**src/rtl/alu_sliced_seq_if.sv**
```systemverilog
// Issue/writeback handshake bundle for the slice-serial ALU.
// The master side issues operands and accepts results; the slave side is the ALU.
interface alu_sliced_seq_if #(
  parameter int unsigned WIDTH = 32
);
  logic             in_valid;
  logic             in_ready;
  logic [WIDTH-1:0] a;
  logic [WIDTH-1:0] b;
  logic [2:0]       command;
  logic             out_valid;
  logic             out_ready;
  logic [WIDTH-1:0] result;
  logic             carryout;
  logic             overflow;
  logic             zero;

  modport master (
    output in_valid, a, b, command, out_ready,
    input  in_ready, out_valid, result, carryout, overflow, zero
  );

  modport slave (
    input  in_valid, a, b, command, out_ready,
    output in_ready, out_valid, result, carryout, overflow, zero
  );
endinterface

```
**src/rtl/alu_sliced_seq.sv**
```systemverilog
// Multi-cycle ALU that pushes one SLICE-bit chunk per cycle through a ripple-carry
// datapath, LSB chunk first, with valid/ready handshakes on issue and writeback.
module alu_sliced_seq #(
  parameter int unsigned WIDTH = 32,
  parameter int unsigned SLICE = 8
) (
  input logic            clk,
  input logic            rst_n,
  alu_sliced_seq_if.slave bus
);
  localparam int unsigned N    = WIDTH / SLICE;
  localparam int unsigned CntW = (N > 1) ? $clog2(N) : 1;
  localparam logic [CntW-1:0] LastCnt = CntW'(N - 1);

  localparam logic [2:0] CmdAdd  = 3'd0;
  localparam logic [2:0] CmdSub  = 3'd1;
  localparam logic [2:0] CmdXor  = 3'd2;
  localparam logic [2:0] CmdSlt  = 3'd3;
  localparam logic [2:0] CmdAnd  = 3'd4;
  localparam logic [2:0] CmdNand = 3'd5;
  localparam logic [2:0] CmdNor  = 3'd6;
  localparam logic [2:0] CmdOr   = 3'd7;

  typedef enum logic [1:0] {StIdle, StRun, StDone} state_e;

  state_e           state_q, state_d;
  logic [CntW-1:0]  cnt_q, cnt_d;
  logic [WIDTH-1:0] a_q, a_d;
  logic [WIDTH-1:0] b_q, b_d;
  logic [2:0]       cmd_q, cmd_d;
  logic             carry_q, carry_d;
  logic [WIDTH-1:0] res_q, res_d;
  logic             carryout_q, carryout_d;
  logic             overflow_q, overflow_d;
  logic             zero_q, zero_d;

  logic [31:0]      offs;
  logic             sub_op;
  logic             arith_op;
  logic [SLICE-1:0] a_chunk, b_chunk, bx, chunk_res;
  logic [SLICE:0]   sum_full;
  logic             cin_msb, cout;

  // Chunk datapath: one SLICE-bit ripple adder plus bitwise logic.
  always_comb begin
    offs     = 32'(cnt_q) * SLICE;
    sub_op   = (cmd_q == CmdSub) || (cmd_q == CmdSlt);
    arith_op = (cmd_q == CmdAdd) || (cmd_q == CmdSub);
    a_chunk  = a_q[offs +: SLICE];
    b_chunk  = b_q[offs +: SLICE];
    bx       = b_chunk ^ {SLICE{sub_op}};
    sum_full = {1'b0, a_chunk} + {1'b0, bx} + {{SLICE{1'b0}}, carry_q};
    // Carry into the chunk MSB recovered from the sum bit and its two addends.
    cin_msb  = sum_full[SLICE-1] ^ a_chunk[SLICE-1] ^ bx[SLICE-1];
    cout     = sum_full[SLICE];
    unique case (cmd_q)
      CmdAdd, CmdSub, CmdSlt: chunk_res = sum_full[SLICE-1:0];
      CmdXor:                 chunk_res = a_chunk ^ b_chunk;
      CmdAnd:                 chunk_res = a_chunk & b_chunk;
      CmdNand:                chunk_res = ~(a_chunk & b_chunk);
      CmdNor:                 chunk_res = ~(a_chunk | b_chunk);
      CmdOr:                  chunk_res = a_chunk | b_chunk;
    endcase
  end

  always_comb begin
    state_d    = state_q;
    cnt_d      = cnt_q;
    a_d        = a_q;
    b_d        = b_q;
    cmd_d      = cmd_q;
    carry_d    = carry_q;
    res_d      = res_q;
    carryout_d = carryout_q;
    overflow_d = overflow_q;
    zero_d     = zero_q;
    unique case (state_q)
      StIdle: begin
        if (bus.in_valid) begin
          a_d     = bus.a;
          b_d     = bus.b;
          cmd_d   = bus.command;
          carry_d = (bus.command == CmdSub) || (bus.command == CmdSlt);
          cnt_d   = '0;
          state_d = StRun;
        end
      end
      StRun: begin
        res_d[offs +: SLICE] = chunk_res;
        carry_d              = cout;
        if (cnt_q == LastCnt) begin
          if (cmd_q == CmdSlt) begin
            res_d = {{(WIDTH-1){1'b0}}, sum_full[SLICE-1] ^ cin_msb ^ cout};
          end
          carryout_d = arith_op & cout;
          overflow_d = arith_op & (cin_msb ^ cout);
          zero_d     = ~|res_d;
          state_d    = StDone;
        end else begin
          cnt_d = cnt_q + 1'b1;
        end
      end
      StDone: begin
        if (bus.out_ready) begin
          state_d = StIdle;
        end
      end
      default: state_d = StIdle;
    endcase
  end

  always_ff @(posedge clk or negedge rst_n) begin
    if (!rst_n) begin
      state_q    <= StIdle;
      cnt_q      <= '0;
      a_q        <= '0;
      b_q        <= '0;
      cmd_q      <= '0;
      carry_q    <= 1'b0;
      res_q      <= '0;
      carryout_q <= 1'b0;
      overflow_q <= 1'b0;
      zero_q     <= 1'b0;
    end else begin
      state_q    <= state_d;
      cnt_q      <= cnt_d;
      a_q        <= a_d;
      b_q        <= b_d;
      cmd_q      <= cmd_d;
      carry_q    <= carry_d;
      res_q      <= res_d;
      carryout_q <= carryout_d;
      overflow_q <= overflow_d;
      zero_q     <= zero_d;
    end
  end

  assign bus.in_ready  = (state_q == StIdle);
  assign bus.out_valid = (state_q == StDone);
  assign bus.result    = res_q;
  assign bus.carryout  = carryout_q;
  assign bus.overflow  = overflow_q;
  assign bus.zero      = zero_q;
endmodule

```
**src/flat_wrapper.sv**
```systemverilog
// flat-port wrapper written by rule: the top's interface ports become plain ports
module alu_sliced_seq_flat 
#(
  parameter int unsigned WIDTH = 32,
  parameter int unsigned SLICE = 8
)
  (clk, rst_n, bus_in_valid, bus_a, bus_b, bus_command, bus_out_ready, bus_in_ready, bus_out_valid, bus_result, bus_carryout, bus_overflow, bus_zero);
  alu_sliced_seq_if #(.WIDTH(WIDTH)) bus_i ();
  input logic clk;
  input logic rst_n;
  input wire logic [$bits(bus_i.in_valid)-1:0] bus_in_valid;
  input wire logic [$bits(bus_i.a)-1:0] bus_a;
  input wire logic [$bits(bus_i.b)-1:0] bus_b;
  input wire logic [$bits(bus_i.command)-1:0] bus_command;
  input wire logic [$bits(bus_i.out_ready)-1:0] bus_out_ready;
  output wire logic [$bits(bus_i.in_ready)-1:0] bus_in_ready;
  output wire logic [$bits(bus_i.out_valid)-1:0] bus_out_valid;
  output wire logic [$bits(bus_i.result)-1:0] bus_result;
  output wire logic [$bits(bus_i.carryout)-1:0] bus_carryout;
  output wire logic [$bits(bus_i.overflow)-1:0] bus_overflow;
  output wire logic [$bits(bus_i.zero)-1:0] bus_zero;
  assign bus_i.in_valid = bus_in_valid;
  assign bus_i.a = bus_a;
  assign bus_i.b = bus_b;
  assign bus_i.command = bus_command;
  assign bus_i.out_ready = bus_out_ready;
  assign bus_in_ready = bus_i.in_ready;
  assign bus_out_valid = bus_i.out_valid;
  assign bus_result = bus_i.result;
  assign bus_carryout = bus_i.carryout;
  assign bus_overflow = bus_i.overflow;
  assign bus_zero = bus_i.zero;
  alu_sliced_seq #(.WIDTH(WIDTH), .SLICE(SLICE)) u_core (.clk(clk), .rst_n(rst_n), .bus(bus_i));
endmodule
```
**config.mk**
```make
export PLATFORM = sky130hd
export DESIGN_NAME = alu_sliced_seq_flat
export DESIGN_NICKNAME = d
export VERILOG_FILES = /design/src/rtl/alu_sliced_seq_if.sv /design/src/rtl/alu_sliced_seq.sv /design/src/flat_wrapper.sv
export SDC_FILE = /design/constraint.sdc
export NUM_CORES = 1
export LEC_CHECK = 0
export BUFFER_PORTS_ARGS = -buffer_cell sky130_fd_sc_hd__buf_4
export CAP_MARGIN = 20
export CORE_UTILIZATION = 55
export CTS_BUF_LIST = sky130_fd_sc_hd__clkbuf_16
export DETAILED_ROUTE_END_ITERATION = 10
export GPL_TIMING_DRIVEN = 0
export PLACE_DENSITY = 0.79
export SLEW_MARGIN = 15
export SYNTH_ARGS = -nofsm -noshare
export SYNTH_HDL_FRONTEND = slang
export SYNTH_SLANG_ARGS = --single-unit
```
**constraint.sdc**
```tcl
create_clock -name clk -period 10.6 [get_ports clk]
set_input_delay 2.12 -clock clk [delete_from_list [all_inputs] [get_ports clk]]
set_output_delay 2.12 -clock clk [all_outputs]
set_load 0.01 [all_outputs]
```
==> flow_metrics.py, run 1 <==
metrics = {
    "sta": {
        "timing.final.crit_share": 0.4472,
        "setup_violations": 0,
        "worst_pin_slew_ps": 1035,
        "final-max-slew-violation-count": 0,
        "fin_ws_ps": 5860,
        "fin_worst_skew_ps": 8.838,
        "period_needed_ps": 4740,
        "slew_headroom": 0.3098,
        "rsz0062_at_grt": "no",
        "fmax_mhz": 211.0,
        "hold_viol": 0,
        "fin_tns_setup_ps": 0,
    },
    "synthesis": {
        "syn_area_sq_um": 5847,
        "ys_seq_elements": 107,
        "synth_cells": 644,
        "synthArstFlopShare": 1.000,
        "postSynthAreaPerCell_sq_um": 9.079,
        "syn-num-nets": 746,
        "yosysTopAreaCell": "dfrtp_1",
        "synthFlopType": "dfrtp_1",
        "yosysMostFrequentCell": "nand2_1",
        "synth_top_area_frac": 0.4579,
        "yosys_warnings": 0,
        "synthTopCellsByCount": "239 x nand2_1, 107 x dfrtp_1, 47 x o21ai_0",
        "ys_seq_area_frac": 0.4579,
        "synth_cell_types": 60,
        "synth_area_leaders": "dfrtp_1 46%, nand2_1 15%, ha_1 6.2%",
        "synth_edf_count": 0,
    },
    "clock_tree": {
        "clock_path_buffers": 2,
        "cts_made_buffers": 9,
        "clock_latency_ps": 350,
        "cts_resized": 0,
        "cts_sinks": 107,
        "root_buffer": "clkbuf_16",
        "cts_tree": "built",
        "clkTransAtPathRegs_ps": 70,
        "post_cts_buffers": 0,
        "postCtsHoldBufs": 0,
        "cts.htree.levels": 3,
    },
    "drt": {
        "wire_per_inst_microns": 16.55,
        "drc": 0,
        "drt-pass1-iter-count": 5,
        "drtAntennaViolNets": 0,
        "viasPerCell": 5.594,
        "routed_wl_microns": 14910,
        "vias": 5040,
        "drt_iter0_markers": 347,
    },
    "outcome": {
        "outcome": "complete, no violations",
    },
    "global_routing": {
        "grt_overflow": 0,
        "grt_pass1_vias": 4968,
        "grt_pass1_wl_microns": 24400,
        "grt_max_degree": 108,
        "antenna_found_initial": 0,
        "grt_usage": 0.2859,
    },
    "setup_path": {
        "endpoint_kind": "flop",
        "cp_max_fo": 10,
        "crit_start": "u_core.cnt_q[1]$_DFFE_PN0P_",
        "worstRegToRegCells": 13,
        "r2r_start": "u_core.cnt_q[1]$_DFFE_PN0P_",
        "reg2reg_slack_ps": 5860,
        "cp.required_ps": 10860,
        "reg2reg_to": "u_core.bus.zero$_DFFE_PN0P_",
        "cp.arrival_ps": 5000,
        "worstSetupStartpointType": "flop",
        "crit_type": "reg -> reg",
    },
    "hold_path": {
        "worstHoldPathType": "reg -> reg",
        "holdCritStartpoint": "u_core.b_q[16]$_DFFE_PN0P_",
        "hold_end": "u_core.b_q[16]$_DFFE_PN0P_",
        "min_path_cells": 2,
    },
    "finish": {
        "drive_gt1_frac": 0.2013,
        "area_growth_pct": 22.34,
        "diodes": 0,
        "nNetsFinal": 864,
    },
    "floorplanning": {
        "die_h_microns": 105.1,
        "initial_core_util": 0.5664,
        "rows": 37,
        "die_area_sq_um": 11050,
        "dieWidth_microns": 105.1,
        "ios": 108,
        "core_sq_um": 10320,
    },
    "place": {
        "hpwl_microns": 10730,
        "portBuffers": 107,
        "pre_cts_ws_ps": 5951,
        "place_congestion": 0.8995,
    },
    "power": {
        "leakage_nw": 3.593,
        "power.density_nw_per_um2": 393.8,
        "ir_worst_vdd_mv": 0.1809,
    },
    "flow_run": {
        "max_cap_viol_count": 0,
    },
}
[cells by family after synthesis]
group	after synthesis	synth area share
and+or+nand+nor	301	0.2155
DFF	107	0.4580
AOI/OAI and AO/OA	101	0.1066
buffers and inverters	59	0.04344
adders and majority gates	31	0.06891
muxes	27	0.08068
xor gates and xnor gates	18	0.02696
[layout make-up]
class	count	area [sq um]
plain buffers	30	143.9
clock buffers	9	225.2
clock inverters	5	103.9
fillers	801	3171
inverters	29	110.1
multi-input cells	478	2915
flip-flops and latches	107	2678
well taps	136	170.2
repair buffers	107	807.0
[critical path, cell delays in order (launching register included)]
cell       delay [ps]
dfrtp_1           400
clkbuf_1          410
clkbuf_1          610
mux4_2            400
inv_1              90
fa_1              400
fa_1              420
nor2b_1           250
nor3_1             90
o22ai_1           540
a2bb2oi_1         250
o211ai_1          120
or4b_1            520
o21ai_1           140
[state kept, by name (all words and copies together), names as in the netlist]
signal               flops
u_core.a_q              32
u_core.state_q           2
u_core.bus.result       32
u_core.bus.zero          1
u_core.carry_q           1
u_core.cmd_q             3
u_core.cnt_q             2
u_core.bus.overflow      1
u_core.bus.carryout      1
u_core.b_q              32
[routing by layer]
metal | track usage | vias to the layer above | routed length (microns)
li1 | - | 2383 | -
met1 | 0.3849 | 2421 | 6454
met2 | 0.4655 | 206 | 7142
met3 | 0.04117 | 30 | 960
met4 | 0.1207 | 0 | 351
met5 | 0 | - | 0
[how the worst max path moves through the flow]
stage | to | cells after the start | slack [ps]
finish | u_core.bus.zero$_DFFE_PN0P_ | 13 | 5860
global route | u_core.bus.zero$_DFFE_PN0P_ | 13 | 5680
detailed placement | u_core.bus.zero$_DFFE_PN0P_ | 13 | 5950
global placement | u_core.bus.zero$_DFFE_PN0P_ | 13 | 5970
floorplan | u_core.bus.zero$_DFFE_PN0P_ | 12 | 6950
CTS | u_core.bus.zero$_DFFE_PN0P_ | 13 | 5930
[through the flow]
| stage | hold slack (ps) | utilization | total power (W) | instance area (sq um) | std cells |
|---|---|---|---|---|---|
| 6_report | 476.9 | 0.6929 | 0.002817 | 7153 | 901 |
| 3_3_place_gp | 452.6 | 0.6606 | 0.002332 | 6820 | 887 |
| 5_1_grt | 494.9 | 0.6929 | 0.003025 | 7153 | 901 |
| 3_5_place_dp | 460.1 | 0.6610 | 0.002401 | 6824 | 887 |
| 4_1_cts | 476.0 | 0.6929 | 0.002797 | 7153 | 901 |
| 2_1_floorplan | 440.3 | - | 0.001896 | 5847 | 644 |
[cell usage in the layout, fill, tap and decap left out, types with 13 or more instances in the layout]
cell / count
clkbuf_1: 20
o21ai_0: 47
mux4_2: 16
inv_1: 28
ha_1: 29
dfrtp_1: 107
a21oi_1: 13
nand2_1: 239
buf_4: 109
nor2_1: 20
xnor2_1: 14
[power by group]
group          internal (W)  switching [W]
registers          0.000578       0.000107
logic              0.000708        0.00105
clock network      0.000228       0.000145
total               0.00151        0.00130
Note: power is estimated with default switching activity, not from simulation.
==> inputs of run 2 (changes only) <==
--- a/config.mk
+++ b/config.mk
@@ -7,11 +7,11 @@
 export LEC_CHECK = 0
 export BUFFER_PORTS_ARGS = -buffer_cell sky130_fd_sc_hd__buf_4
 export CAP_MARGIN = 20
-export CORE_UTILIZATION = 55
+export CORE_UTILIZATION = 51
 export CTS_BUF_LIST = sky130_fd_sc_hd__clkbuf_16
 export DETAILED_ROUTE_END_ITERATION = 10
 export GPL_TIMING_DRIVEN = 0
-export PLACE_DENSITY = 0.79
+export PLACE_DENSITY = 0.77
 export SLEW_MARGIN = 15
 export SYNTH_ARGS = -nofsm -noshare
 export SYNTH_HDL_FRONTEND = slang
==> constraint.sdc (replaced) <==
create_clock -name clk -period 4 [get_ports clk]
set_input_delay 0.8 -clock clk [delete_from_list [all_inputs] [get_ports clk]]
set_output_delay 0.8 -clock clk [all_outputs]
set_load 0.01 [all_outputs]
==> run 2 against run 1 <==
Effect of this change: utilization decreased by 3.8 points; routed wire length increased by 0.56%; clock skew decreased by 0.77 ps; setup slack got worse by 5700 ps; largest power group unchanged; via count about the same; sequential cell count unchanged; clock-buffer cell count unchanged; highest routed layer unchanged.
==> flow_metrics.py, run 2 (synthesis results as in run 1) <==
metrics = {
    "finish": {
        "drive_gt1_frac": 0.2122,
        "fillers": 901,
        "nNetsFinal": 865,
        "layout.cells.non_filler": 908,
        "diodes": 0,
        "multi_input_area_sq_um": 2940,
        "seqCellArea_sq_um": 2679,
        "final_core_util": 0.6549,
        "area_growth_pct": 23.03,
        "final_common_cell": "nand2_1",
        "final_cell_mix": "239 x nand2_1, 111 x buf_4, 106 x dfrtp_1",
    },
    "setup_path": {
        "worstSetupStartpointType": "flop",
        "reg2reg_to": "u_core.bus.zero$_DFFE_PN0P_",
        "cp_max_fo": 10,
        "crit_start": "u_core.cnt_q[0]$_DFFE_PN0P_",
        "r2r_start": "u_core.cnt_q[0]$_DFFE_PN0P_",
        "reg2reg_slack_ps": 150,
        "cp.arrival_ps": 4130,
        "crit_end": "u_core.bus.zero$_DFFE_PN0P_",
        "crit_type": "reg -> reg",
        "endpoint_kind": "flop",
        "worstRegToRegCells": 12,
        "cp.required_ps": 4280,
    },
    "global_routing": {
        "grt_max_degree": 108,
        "grt_usage": 0.2676,
        "grt_pass1_wl_microns": 23890,
        "antenna_found_initial": 0,
        "grt_pass1_vias": 4913,
        "grt_overflow": 0,
    },
    "clock_tree": {
        "cts_sinks": 107,
        "clock_path_buffers": 2,
        "clock_latency_ps": 350,
        "root_buffer": "clkbuf_16",
        "postCtsHoldBufs": 0,
        "clkTransAtPathRegs_ps": 70,
        "cts_tree": "built",
        "cts_made_buffers": 9,
        "cts.htree.levels": 3,
    },
    "sta": {
        "worst_pin_slew_ps": 991.6,
        "fmax_mhz": 260.0,
        "timing.final.crit_share": 0.9616,
        "fin_worst_skew_ps": 8.070,
        "hold_viol": 0,
        "slew_headroom": 0.3389,
        "setup_violations": 0,
        "period_needed_ps": 3846,
        "fin_tns_setup_ps": 0,
        "final-max-slew-violation-count": 0,
        "rsz0062_at_grt": "no",
    },
    "drt": {
        "drc": 0,
        "drt_iter0_markers": 312,
        "viasPerCell": 5.550,
        "wire_per_inst_microns": 16.51,
        "routed_wl_microns": 14990,
        "drtAntennaViolNets": 0,
        "vias": 5039,
        "drt-pass1-iter-count": 5,
    },
    "floorplanning": {
        "ios": 108,
        "initial_core_util": 0.5324,
        "die_h_microns": 109.1,
        "rows": 38,
        "core_sq_um": 10980,
        "die_area_sq_um": 11900,
        "dieWidth_microns": 109.1,
    },
    "flow_run": {
        "max_cap_viol_count": 0,
    },
    "power": {
        "power.density_nw_per_um2": 1043,
        "leakage_nw": 3.609,
        "ir_worst_vdd_mv": 0.5273,
        "design_power_total_w": 0.007505,
    },
    "place": {
        "portBuffers": 107,
        "placedCellCount": 891,
        "place_congestion": 0.8974,
        "hpwl_microns": 11090,
    },
    "outcome": {
        "outcome": "complete, no violations",
    },
    "hold_path": {
        "worstHoldPathType": "reg -> reg",
    },
}
run 2: stage by stage:
step	area [sq um]	hold slack, ps	worst slack, ps
2_1_floorplan	5847	440.3	353.1
3_3_place_gp	6825	453.3	-525.3
3_5_place_dp	6829	459.5	-655.2
4_1_cts	7179	476.8	25.53
5_1_grt	7193	500.4	6.694
6_report	7193	471.9	153.8
run 2: final cells by class:
cell class,count,share of cell area
sequential,107,0.3724
clock buffer,9,0.03131
timing repair buffer,108,0.1132
multi-input combinational,478,0.4088
inverter,29,0.01531
tap,140,0.02435
clock inverter,7,0.01270
buffer,30,0.02192
run 2: timing repair:
action                     4_1_cts  5_1_grt
buffers inserted                 1        0
setup endpoints to repair       24       12
pin swaps                        1        0
cloned                           0        0
gates resized for setup          7        7
run 2: worst max-delay path, stage by stage (launching register included):
cell       delay (ps)
dfrtp_2           430
buf_6             200
mux4_2            570
xor2_1            180
fa_1              440
fa_1              420
nor2b_1           230
nor3_1            100
o22ai_2           200
a2bb2oi_1         250
o211ai_1          130
or4b_1            520
o21ai_1           120
run 2: how the worst min path moves through the flow:
stage | start | to | slack, ps | depth (start not counted)
floorplan | u_core.a_q[16]$_DFFE_PN0P_ | u_core.a_q[16]$_DFFE_PN0P_ | 440 | 2
global placement | u_core.b_q[2]$_DFFE_PN0P_ | u_core.b_q[2]$_DFFE_PN0P_ | 450 | 2
detailed placement | u_core.a_q[12]$_DFFE_PN0P_ | u_core.a_q[12]$_DFFE_PN0P_ | 460 | 2
CTS | u_core.a_q[12]$_DFFE_PN0P_ | u_core.a_q[12]$_DFFE_PN0P_ | 480 | 2
global route | u_core.a_q[7]$_DFFE_PN0P_ | u_core.a_q[7]$_DFFE_PN0P_ | 500 | 2
finish | u_core.a_q[2]$_DFFE_PN0P_ | u_core.a_q[2]$_DFFE_PN0P_ | 470 | 2
run 2: power by group:
group | total, W | internal [W] | switching, W | leakage, nW
Clock | 0.000942 | 0.000548 | 0.000395 | 0.157
Sequential | 0.00182 | 0.00153 | 0.000287 | 1.38
Combinational | 0.00474 | 0.00195 | 0.00280 | 2.08
run 2: layer usage:
metal  GRT usage  vias up  routed length [microns]
met5           0        -                        0
met2      0.4362      200                     7256
li1            -     2393                        -
met4      0.1429        0                      525
met1      0.3423     2413                     6166
met3     0.04304       33                     1044
